$ cat src/rtl/stack_unit_if.sv
`default_nettype none
`timescale 1ns/1ps
// +--------------------------------------------------------------------------+
// | Module      : stack_unit_if                                              |
// | Description : Request/status bundle between the stack CPU control unit   |
// |               and the hardware operand stack.                            |
// |   master : push, pop, din, err_clr driven; tos/nos/count/flags observed  |
// |   slave  : the stack itself (receives requests, drives status)           |
// | Revision    : 1.0 - initial release                                      |
// +--------------------------------------------------------------------------+
interface stack_unit_if #(
  parameter int WIDTH = 8,
  parameter int DEPTH = 8
);
  localparam int PW = $clog2(DEPTH) + 1;

  logic             push;
  logic             pop;
  logic [WIDTH-1:0] din;
  logic             err_clr;
  logic [WIDTH-1:0] tos;
  logic [WIDTH-1:0] nos;
  logic [PW-1:0]    count;
  logic             empty;
  logic             full;
  logic             overflow;
  logic             underflow;

  modport master (
    output push, pop, din, err_clr,
    input  tos, nos, count, empty, full, overflow, underflow
  );

  modport slave (
    input  push, pop, din, err_clr,
    output tos, nos, count, empty, full, overflow, underflow
  );
endinterface
`default_nettype wire

$ cat src/rtl/stack_unit.sv
`default_nettype none
`timescale 1ns/1ps
// +--------------------------------------------------------------------------+
// | Module      : stack_unit                                                 |
// | Description : Hardware LIFO for the multicycle stack CPU. Accepts push / |
// |               pop requests on the rising edge, exposes top and next-on-  |
// |               stack entries, occupancy and sticky over/underflow flags.  |
// | Ports       : clk  - clock                                               |
// |               rst  - asynchronous reset, active low                      |
// |               bus  - stack_unit_if.slave (push, pop, din, err_clr in;    |
// |                      tos, nos, count, empty, full, overflow, underflow)  |
// | Revision    : 1.0 - initial release                                      |
// +--------------------------------------------------------------------------+
module stack_unit #(
  parameter int WIDTH = 8,
  parameter int DEPTH = 8
) (
  input  wire logic      clk,
  input  wire logic      rst,
  stack_unit_if.slave    bus
);
  localparam int PW = $clog2(DEPTH) + 1;
  localparam int AW = PW - 1;

  typedef enum logic [1:0] {
    S_EMPTY   = 2'd0,
    S_PARTIAL = 2'd1,
    S_FULL    = 2'd2
  } state_t;

  state_t           state_q, state_d;
  logic [PW-1:0]    count_q, count_d;
  logic             ovf_q, ovf_d;
  logic             unf_q, unf_d;
  logic [WIDTH-1:0] mem_q [DEPTH];
  logic [WIDTH-1:0] mem_d [DEPTH];

  logic             w_empty, w_full;
  logic [AW-1:0]    w_top_idx, w_nos_idx, w_wr_idx;

  assign w_empty   = (state_q == S_EMPTY);
  assign w_full    = (state_q == S_FULL);
  // DEPTH is a power of two, so modulo-DEPTH index arithmetic is exact for
  // every valid entry; out-of-range cases are gated off at the outputs.
  assign w_wr_idx  = count_q[AW-1:0];
  assign w_top_idx = count_q[AW-1:0] - AW'(1);
  assign w_nos_idx = count_q[AW-1:0] - AW'(2);

  always_comb begin
    count_d = count_q;
    mem_d   = mem_q;
    // Clear first so that an error in the same cycle re-sets the flag.
    ovf_d   = ovf_q & ~bus.err_clr;
    unf_d   = unf_q & ~bus.err_clr;

    if (bus.push && bus.pop) begin
      if (w_empty) begin
        // Replace on an empty stack degenerates into a plain push.
        mem_d[w_wr_idx] = bus.din;
        count_d         = PW'(1);
      end else begin
        mem_d[w_top_idx] = bus.din;
      end
    end else if (bus.push) begin
      if (w_full) begin
        ovf_d = 1'b1;
      end else begin
        mem_d[w_wr_idx] = bus.din;
        count_d         = count_q + PW'(1);
      end
    end else if (bus.pop) begin
      if (w_empty) begin
        unf_d = 1'b1;
      end else begin
        count_d = count_q - PW'(1);
      end
    end

    if (count_d == '0) begin
      state_d = S_EMPTY;
    end else if (count_d == PW'(DEPTH)) begin
      state_d = S_FULL;
    end else begin
      state_d = S_PARTIAL;
    end
  end

  always_ff @(posedge clk or negedge rst) begin
    if (!rst) begin
      state_q <= S_EMPTY;
      count_q <= '0;
      ovf_q   <= 1'b0;
      unf_q   <= 1'b0;
      for (int i = 0; i < DEPTH; i++) begin
        mem_q[i] <= '0;
      end
    end else begin
      state_q <= state_d;
      count_q <= count_d;
      ovf_q   <= ovf_d;
      unf_q   <= unf_d;
      mem_q   <= mem_d;
    end
  end

  assign bus.tos       = (count_q != '0)        ? mem_q[w_top_idx] : '0;
  assign bus.nos       = (count_q >= PW'(2))    ? mem_q[w_nos_idx] : '0;
  assign bus.count     = count_q;
  assign bus.empty     = w_empty;
  assign bus.full      = w_full;
  assign bus.overflow  = ovf_q;
  assign bus.underflow = unf_q;
endmodule
`default_nettype wire

$ cat src/flat_wrapper.sv
// flat-port wrapper written by rule: the top's interface ports become plain ports
module stack_unit_flat 
#(
  parameter int WIDTH = 8,
  parameter int DEPTH = 8
)
  (clk, rst, bus_push, bus_pop, bus_din, bus_err_clr, bus_tos, bus_nos, bus_count, bus_empty, bus_full, bus_overflow, bus_underflow);
  stack_unit_if #(.WIDTH(WIDTH), .DEPTH(DEPTH)) bus_i ();
  input  wire logic clk;
  input  wire logic rst;
  input wire logic [$bits(bus_i.push)-1:0] bus_push;
  input wire logic [$bits(bus_i.pop)-1:0] bus_pop;
  input wire logic [$bits(bus_i.din)-1:0] bus_din;
  input wire logic [$bits(bus_i.err_clr)-1:0] bus_err_clr;
  output wire logic [$bits(bus_i.tos)-1:0] bus_tos;
  output wire logic [$bits(bus_i.nos)-1:0] bus_nos;
  output wire logic [$bits(bus_i.count)-1:0] bus_count;
  output wire logic [$bits(bus_i.empty)-1:0] bus_empty;
  output wire logic [$bits(bus_i.full)-1:0] bus_full;
  output wire logic [$bits(bus_i.overflow)-1:0] bus_overflow;
  output wire logic [$bits(bus_i.underflow)-1:0] bus_underflow;
  assign bus_i.push = bus_push;
  assign bus_i.pop = bus_pop;
  assign bus_i.din = bus_din;
  assign bus_i.err_clr = bus_err_clr;
  assign bus_tos = bus_i.tos;
  assign bus_nos = bus_i.nos;
  assign bus_count = bus_i.count;
  assign bus_empty = bus_i.empty;
  assign bus_full = bus_i.full;
  assign bus_overflow = bus_i.overflow;
  assign bus_underflow = bus_i.underflow;
  stack_unit #(.WIDTH(WIDTH), .DEPTH(DEPTH)) u_core (.clk(clk), .rst(rst), .bus(bus_i));
endmodule
$ cat config.mk
export PLATFORM = sky130hd
export DESIGN_NAME = stack_unit_flat
export DESIGN_NICKNAME = d
export VERILOG_FILES = /design/src/rtl/stack_unit_if.sv /design/src/rtl/stack_unit.sv /design/src/flat_wrapper.sv
export SDC_FILE = /design/constraint.sdc
export NUM_CORES = 1
export LEC_CHECK = 0
export CORE_AREA = 8 8 103 105
export CTS_CLUSTER_DIAMETER = 100
export DETAILED_ROUTE_END_ITERATION = 8
export DIE_AREA = 0 0 111 113
export GPL_ROUTABILITY_DRIVEN = 0
export PLACE_DENSITY = 0.69
export SYNTH_ARGS = -nofsm -noshare
export SYNTH_HDL_FRONTEND = slang
export SYNTH_SLANG_ARGS = --single-unit
$ cat constraint.sdc
create_clock -name clk -period 3.2 [get_ports clk]
set_clock_uncertainty 0.2 [all_clocks]
set_input_delay 0.32 -clock clk [delete_from_list [all_inputs] [get_ports clk]]
set_output_delay 0.32 -clock clk [all_outputs]
set_load 0.05 [all_outputs]
==> results by group <==
Final layout
  – Design Area, Final: 5210 sq um
  – Inserted Diodes: 0
  – # fillers: 734
  – Final std cells w/o fill: 526
  – Multi-input gate area: 2470 sq um
  – Share of cells above drive strength 1: 0.381
  – Net count reported at finish: 432
  – Register area: 1800 sq um
  – Area Growth Syn to Fin: 20.2%

Floorplanning
  – Die width: 111 microns
  – Ports: 37
  – Initial Util: 0.483
  – Die Y: 113 microns
  – Die Footprint: 12,500 sq um
  – FP Rows: 35
  – Placeable Area: 8980 sq um

Placed design
  – Dpl cells: 509
  – HPWL after DPL: 6900 microns
  – Instance area at placement: 4970 sq um
  – # port buffers: 36

Synthesis
  – Synth top area cells: dfrtp_1 42%, mux2_2 17%, mux4_2 9.4%
  – Syn Area/Cell: 11.7 sq um
  – Yosys cell types: 53
  – Sequential share of the synthesized area: 0.416
  – Main synth FF type: dfrtp_1
  – Synthesized flop and latch total: 72
  – Post-synth EDFFs: 0
  – Syn_nets: 393
  – Syn Inst Count: 371
  – Synth Warn #: 0
  – Post-synth ARST share: 1.00
  – Area leader, netlist: dfrtp_1
  – Mapped cell area: 4330 sq um
  – Yosys top cell area share: 0.416

STA
  – Worst-Margin Slew: 0.727 ns
  – RSZ-0062 raised after global routing: false
  – # setup viols final: 0
  – Rel. slew slack: 0.516
  – Max Clk Rate: 0.336 GHz
  – Slew Viols, Final: 0
  – Tcrit/Tclk final: 0.930
  – Final Hold Vio Count: 0
  – Min cycle time layout: 2.98 ns
  – Final setup TNS: 0 ns

Clock tree
  – Reg clk slew, reported paths: 0.08 ns
  – Bufs on Longest Clock Path: 2
  – Root buf cell: clkbuf_8
  – Cts bufs inserted: 9
  – Clock Latency Late Sink: 0.34 ns
  – CTS Sinks: 72
  – TritonCTS clock tree: yes
  – H-tree depth: 3
  – Total setup buffers inserted after CTS: 0

Route
  – Post-route ant nets: 0
  – Drt wl/cell: 20.5 microns
  – Starting DRT DRC Count: 202
  – WL final: 10,800 microns
  – DR DRC count: 0
  – Pre-antenna DRT Iters: 4
  – Via count: 3,202
  – Via/cell ratio: 6.09

Worst hold path
  – Hold WC Path Type: in -> async

Status
  – Status: finished clean

Critical path
  – Crit path kind: reg -> out
  – CP Max Fanout: 30
  – Crit path DAT: 2.46 ns
  – Worst setup EP type: primary output
  – Req. time, crit path: 2.68 ns
  – CP startpoint kind: flop

Flow run
  – Max Cap Viol: 0

Global route
  – Largest net degree at the start of global routing: 73
  – Initial antenna violation count: 0
  – Grt ovf: 0
  – First-pass GRT wire length: 17,700 microns
  – Vias in the first global route: 3,276
  – Gr usage total: 0.177
## cells in the final DEF (no fill, tap or decap), types with 7 or more instances in the layout
cell             count
a31oi_1              9
clkdlybuf4s50_1     19
nand3_1             20
mux4_2              18
o21ai_0             13
ha_1                 9
buf_4               23
a21oi_4              7
mux2i_1             16
dfrtp_1             71
nor2_1              13
inv_1                9
nand2_1             21
clkbuf_8             9
mux2_2              66
buf_12               8
## cell families after synthesis
kind of cell             count (synthesis)  share of synthesized area
multiplexers                           101                      0.305
AND/OR/NAND/NOR                         90                      0.109
flip-flops                              72                      0.416
AO/OA/AOI/OAI                           62                     0.0968
buffers and inverters                   34                     0.0375
adder cells (fa/ha/maj)                  9                     0.0260
XOR/XNOR                                 3                    0.00953
## area by class of cell
| cell class | count | share of cell area |
|---|---|---|
| multi-input combinational | 265 | 0.474 |
| clock buffer | 10 | 0.0245 |
| clock inverter | 6 | 0.0178 |
| sequential | 72 | 0.346 |
| timing repair buffer | 52 | 0.103 |
| tap | 111 | 0.0267 |
| inverter | 10 | 0.00721 |
## worst max-delay path: stages, from the launching register on
cell and delay [ns]:
dfrtp_2 0.41, inv_1 0.07, ha_1 0.33, xor2_2 0.21
buf_12 0.22, mux2i_1 0.20, o21ai_0 0.08, o21ai_0 0.30
a21oi_4 0.08, buf_4 0.20
## stage by stage
step / utilization / hold slack [ns] / worst slack, ns
6_report: 0.580 / 0.312 / 0.224
5_1_grt: 0.580 / 0.347 / 0.0576
4_1_cts: 0.579 / 0.325 / 0.135
3_5_place_dp: 0.554 / 0.181 / 0.439
3_3_place_gp: 0.554 / 0.179 / 0.457
2_1_floorplan: - / -0.176 / 0.0598
## sequential cells by signal (all words and copies together) (netlist names)
| name | cells |
|---|---|
| u_core.mem_q | 64 |
| u_core.bus.count | 4 |
| u_core.state_q | 2 |
| u_core.bus.overflow | 1 |
| u_core.bus.underflow | 1 |
## repair_timing
item                                    in CTS  in global routing
gates resized for setup                      0                  1
hold endpoints to repair                    72                  0
hold buffers                                 1                  0
endpoints found under the setup margin       0                  1
## metal layers
| layer | vias to the layer above | global-route usage | routed length (microns) |
|---|---|---|---|
| met4 | 0 | 0.0685 | 220 |
| li1 | 1467 | - | - |
| met3 | 13 | 0.0360 | 467 |
| met1 | 1647 | 0.231 | 4950 |
| met5 | - | 0 | 0 |
| met2 | 75 | 0.281 | 5170 |
## synthesized netlist by cell type (2+ instances only)
cell / instances
nor2_1: 14
nand4_1: 5
mux4_2: 18
inv_1: 9
buf_6: 2
nand2_1: 21
nor3_1: 5
a21oi_2: 2
a22o_1: 2
dfrtp_1: 72
mux2i_1: 16
o21ai_2: 5
nand3b_1: 3
ha_1: 9
nor3b_1: 3
nand2b_1: 4
clkbuf_1: 7
nand3_1: 20
mux2_2: 66
nor2b_1: 2
a221o_1: 2
a31oi_1: 9
a21oi_1: 12
o21ai_0: 13
o211ai_1: 4
buf_2: 13
o22ai_1: 2
a311oi_1: 2
and3_1: 3
nor4_1: 3
## worst paths after layout
kind / start / endpoint / slack, ns / cells past startpoint
setup / recovery: u_core.bus.count[0]$_DFF_PN0_ / bus_tos[0] / 0.22 / 9
hold / removal: rst / u_core.mem_q[40]$_DFFE_PN0P_ / 0.31 / 3
setup reg to reg: u_core.bus.count[0]$_DFF_PN0_ / u_core.mem_q[9]$_DFFE_PN0P_ / 0.62 / 7
hold reg to reg: u_core.bus.overflow$_DFF_PN0_ / u_core.bus.overflow$_DFF_PN0_ / 0.32 / 1
max in group asynchronous: rst / u_core.bus.count[0]$_DFF_PN0_ / 2.14 / 3
min in group clk: u_core.bus.overflow$_DFF_PN0_ / u_core.bus.overflow$_DFF_PN0_ / 0.32 / 1
Power is not shown: default switching activity piles up to over one toggle a cycle in this logic, so the estimate is an artifact.
